$ cat config.mk
export PLATFORM = sky130hd
export DESIGN_NAME = wtm_32
export DESIGN_NICKNAME = d
export VERILOG_FILES = /design/src/rtl/wtm_32.sv
export SDC_FILE = /design/constraint.sdc
export NUM_CORES = 2
export LEC_CHECK = 0
export BUFFER_PORTS_ARGS = -buffer_cell sky130_fd_sc_hd__buf_4
export CAP_MARGIN = 20
export CORE_MARGIN = 4
export CORE_UTILIZATION = 65
export CTS_BUF_LIST = sky130_fd_sc_hd__clkbuf_4
export DETAILED_ROUTE_END_ITERATION = 10
export GPL_TIMING_DRIVEN = 0
export PLACE_DENSITY_LB_ADDON = 0.05
export SLEW_MARGIN = 30
export SYNTH_ARGS = -nofsm -noshare
export SYNTH_HDL_FRONTEND = slang
export SYNTH_SLANG_ARGS = --single-unit
$ cat constraint.sdc
create_clock -name clk -period 8.5 [get_ports clk]
set_clock_uncertainty 0.1 [all_clocks]
set_input_delay 2.55 -clock clk [delete_from_list [all_inputs] [get_ports clk]]
set_output_delay 2.55 -clock clk [all_outputs]
set_load 0.01 [all_outputs]
$ cat src/rtl/wtm_32.sv
// Unsigned 32x32 Wallace-tree multiplier: carry-save tree -> reg -> 64-bit CPA -> reg.
// Latency 2 cycles, one operand pair accepted per cycle.
// No backpressure: operands are sampled on every edge and s updates every cycle.

// One Wallace level: rows are taken three at a time through 3:2 compressors and
// leftover rows pass straight through.
module wtm_csa_level #(
    parameter int N = 32,
    parameter int M = 2 * (N / 3) + (N % 3)
) (
    input  logic [63:0] din  [N],
    output logic [63:0] dout [M]
);
    localparam int G = N / 3;

    for (genvar k = 0; k < G; k++) begin : g_csa
        assign dout[2*k]   = din[3*k] ^ din[3*k+1] ^ din[3*k+2];
        // Carry weight moves up one column; anything out of bit 63 cannot matter
        // because the final product always fits in 64 bits.
        assign dout[2*k+1] = ((din[3*k]   & din[3*k+1]) |
                              (din[3*k]   & din[3*k+2]) |
                              (din[3*k+1] & din[3*k+2])) << 1;
    end

    for (genvar r = 3 * G; r < N; r++) begin : g_pass
        assign dout[2*G + (r - 3*G)] = din[r];
    end
endmodule

// Top: partial products, eight tree levels (32,22,15,10,7,5,4,3,2), then two
// pipeline registers separating the tree from the final adder.
module wtm_32 (
    input  logic [31:0] x,
    input  logic [31:0] y,
    output logic [63:0] s,
    input  logic        clk,
    input  logic        rst
);
    logic [63:0] pp [32];
    logic [63:0] l1 [22];
    logic [63:0] l2 [15];
    logic [63:0] l3 [10];
    logic [63:0] l4 [7];
    logic [63:0] l5 [5];
    logic [63:0] l6 [4];
    logic [63:0] l7 [3];
    logic [63:0] l8 [2];

    logic [63:0] sum_q;
    logic [63:0] carry_q;

    for (genvar i = 0; i < 32; i++) begin : g_pp
        assign pp[i] = {32'b0, x & {32{y[i]}}} << i;
    end

    wtm_csa_level #(.N(32)) u_l1 (.din(pp), .dout(l1));
    wtm_csa_level #(.N(22)) u_l2 (.din(l1), .dout(l2));
    wtm_csa_level #(.N(15)) u_l3 (.din(l2), .dout(l3));
    wtm_csa_level #(.N(10)) u_l4 (.din(l3), .dout(l4));
    wtm_csa_level #(.N(7))  u_l5 (.din(l4), .dout(l5));
    wtm_csa_level #(.N(5))  u_l6 (.din(l5), .dout(l6));
    wtm_csa_level #(.N(4))  u_l7 (.din(l6), .dout(l7));
    wtm_csa_level #(.N(3))  u_l8 (.din(l7), .dout(l8));

    always_ff @(posedge clk or posedge rst) begin
        if (rst) begin
            sum_q   <= '0;
            carry_q <= '0;
            s       <= '0;
        end else begin
            sum_q   <= l8[0];
            carry_q <= l8[1];
            s       <= sum_q + carry_q;
        end
    end
endmodule

==> flow_summary.toml <==
[setup_path]
crit_type = "input pin to flop"
cp_common_cell = "fa_1"
arrival_ns = 8.15
cp_max_fo = 10
cp-end-kind = "flop"
slowest_stage = "clkbuf_1"
worstPathCellList = "buf_4, clkbuf_1, nand2_1, fa_1, inv_1, fa_1, inv_1, fa_1, inv_1, fa_1, inv_1, fa_1, inv_1, fa_1, inv_1, fa_1, inv_1, fa_1"
cp.required_ns = 8.87
cpPeakStageDelay_ns = 0.68
cp-start-kind = "input pin"

[floorplan]
num_rows = 87
die_w_um = 247
die_area_mm2 = 0.0612
initial_core_util_pct = 65.8
core_mm2 = 0.0566
ios = 130
die_y_um = 247

[detailed_routing]
drc = 0
dr.first_iter.drc_count = 2649
vias_per_cell = 5.79
vias = 27264
drtAntennaViolNets = 0
routed_wl_um = 122000
drtPass1Iterations = 8
wl_per_cell_um = 25.8

[synthesis]
synth_ff_type = "dfrtp_1"
synthCells = 3784
syn_area_mm2 = 0.0372
ys_types = 60
synth-seq-cells = 182
synth_warnings = 0
synthArstFlopShare_pct = 100
synth_edf_count = 0
yosysSeqAreaShare_pct = 12.2
syn-num-nets = 4972
synth_area_per_cell_um2 = 9.84

[timing]
period_needed_ns = 7.78
tightest_slew_ns = 1.13
finalSetupViolCount = 0
drv_slew = 0
period_share_pct = 91.5
rsz0062_at_grt = "false"
tns_ns = 0
max_slew_margin_pct = 24.8
fmax_mhz = 129
hold_viol = 0

[worst_hold_path]
min_path_type = "flop to flop"

[clock_tree]
clock_sinks = 182
cts_setup_buffers = 0
cts-resized-gates = 0
clkSlewWorstSetupHoldPaths_ns = 0.15
cts_buffer_depth = 2
cts_buffers = 17
clock_latency_ns = 0.62
clock_tree.root_cell = "clkbuf_4"
cts_tree = "built"
cts-hold-fix-buffers = 0
h-tree-depth = 4

[cells_and_area]
drive_above_1_share_pct = 4.81
syn2layout_area_growth_pct = 6.19
multi_input_area_mm2 = 0.0287
layout.nets = 5122
nFillCells = 4617
regArea_mm2 = 0.00455

[grt]
grt.overflow.total = 0
grt-busiest-layer = "met1"
grt_pass1_wl_um = 182000
grt_max_degree = 80
use_met2_pct = 57.4
grt.total_usage_pct = 41.5
met3_usage_pct = 20.0
grt_pass1_vias = 28286
gr-usage-met1_pct = 57.4
grt_antenna_before_repair = 10

[placement]
portBuffers = 129
detailed_place_hpwl_um = 102000
gp_congestion = 1.06

[outcome]
outcome = "complete, no violations"

[run]
drv_cap = 0
==> sequential cells by signal, summed over array words and instances, names as in the netlist <==
register  cells
sum_q        63
s            64
carry_q      55
==> critical path, delay by kind of cell <==
family | cells | cell delay [ns]
adders and majority gates | 8 | 4.19
buffers and inverters | 9 | 1.25
and+or+nand+nor | 1 | 0.17
==> layer usage <==
layer / part of all wire (%) / wire length (um)
met1: 38 / 46100
met2: 40 / 49200
met5: 0.037 / 45
met4: 5.0 / 6070
met3: 17 / 20300
==> kinds of logic after synthesis <==
group,count (synthesis),synth area share [%]
AO/OA/AOI/OAI,190,3.42
buffers and inverters,1058,10.7
multiplexers,2,0.0538
flip-flops,182,12.2
AND/OR/NAND/NOR,1183,16.5
XOR/XNOR,47,1.11
adder cells (fa/ha/maj),1122,56.0
==> layout make-up <==
cell class                      instances  share of cell area (%)
Antenna cell                            7                  0.0443
Buffer                                212                    2.06
Clock buffer                           18                   0.342
Clock inverter                         14                   0.411
Inverter                              846                    8.05
Multi-Input combinational cell       2544                    72.6
Sequential cell                       182                    11.5
Tap cell                              756                    2.39
Timing Repair Buffer                  131                    2.59
==> cells in the final DEF (no fill, tap or decap), drive strengths merged, types with 33 or more instances in the layout <==
master / netlist / layout
nand2: 453 / 453
dfrtp: 182 / 182
a21oi: 64 / 64
ha: 214 / 214
clkbuf: 207 / 225
xnor2: 33 / 33
inv: 846 / 851
and2: 628 / 628
fa: 908 / 908
buf: 5 / 136
nor2: 43 / 43
==> per-stage QoR <==
| stage | hold slack (ns) | area (um^2) | instances | setup WS [ns] | utilization [%] |
|---|---|---|---|---|---|
| after floorplan | 0.231 | 37200 | 3784 | 0.906 | - |
| after global placement | 0.232 | 39200 | 4669 | -0.597 | 69.2 |
| after detailed placement | 0.235 | 39200 | 4671 | 0.193 | 69.3 |
| after CTS | 0.268 | 39500 | 4703 | 0.882 | 69.8 |
| after global routing | 0.275 | 39500 | 4706 | 0.675 | 69.8 |
| final | 0.267 | 39500 | 4710 | 0.721 | 69.9 |
==> final timing paths <==
check / startpoint / endpoint / slack (ns) / cells after the start
min in group asynchronous: rst / carry_q[45] / 1.79 / 2
worst max-delay path: y[28] / sum_q[43] / 0.72 / 18
worst max register to register: sum_q[10] / s[56] / 5.02 / 9
worst min-delay path: sum_q[3] / s[3] / 0.27 / 0
worst min register to register: sum_q[3] / s[3] / 0.27 / 0
max in group asynchronous: rst / sum_q[58] / 5.84 / 3
==> synthesized netlist by cell type (2+ instances only) <==
library cell	instances	area, um^2
nand4_1	14	87.6
a211o_1	7	61.3
nand2_1	453	1700
o211a_1	2	20.0
nor2_1	43	161
nand3_1	6	30.0
o211ai_1	4	30.0
or2_2	3	18.8
buf_2	4	20.0
o221ai_1	2	17.5
o21ai_0	28	140
a41oi_1	2	17.5
clkbuf_1	206	773
dfrtp_1	182	4550
nor4_1	4	25.0
o2111ai_1	2	17.5
o311a_1	3	30.0
a21o_1	23	173
o21bai_1	11	82.6
a211oi_1	5	37.5
or3_1	3	18.8
nor2b_1	3	18.8
o21ai_1	2	10.0
xor2_1	14	123
a31oi_1	8	50.1
xnor2_1	33	289
fa_1	908	18200
o31ai_1	4	30.0
nand2b_1	6	37.5
mux2i_1	2	20.0
nor3_1	10	50.1
o21a_1	4	30.0
and2_1	628	3930
and3_1	7	43.8
inv_1	846	3180
a2111oi_0	3	26.3
a21oi_1	63	315
ha_1	214	2680
Power is not shown: default switching activity piles up to over one toggle a cycle in this logic, so the estimate is an artifact.
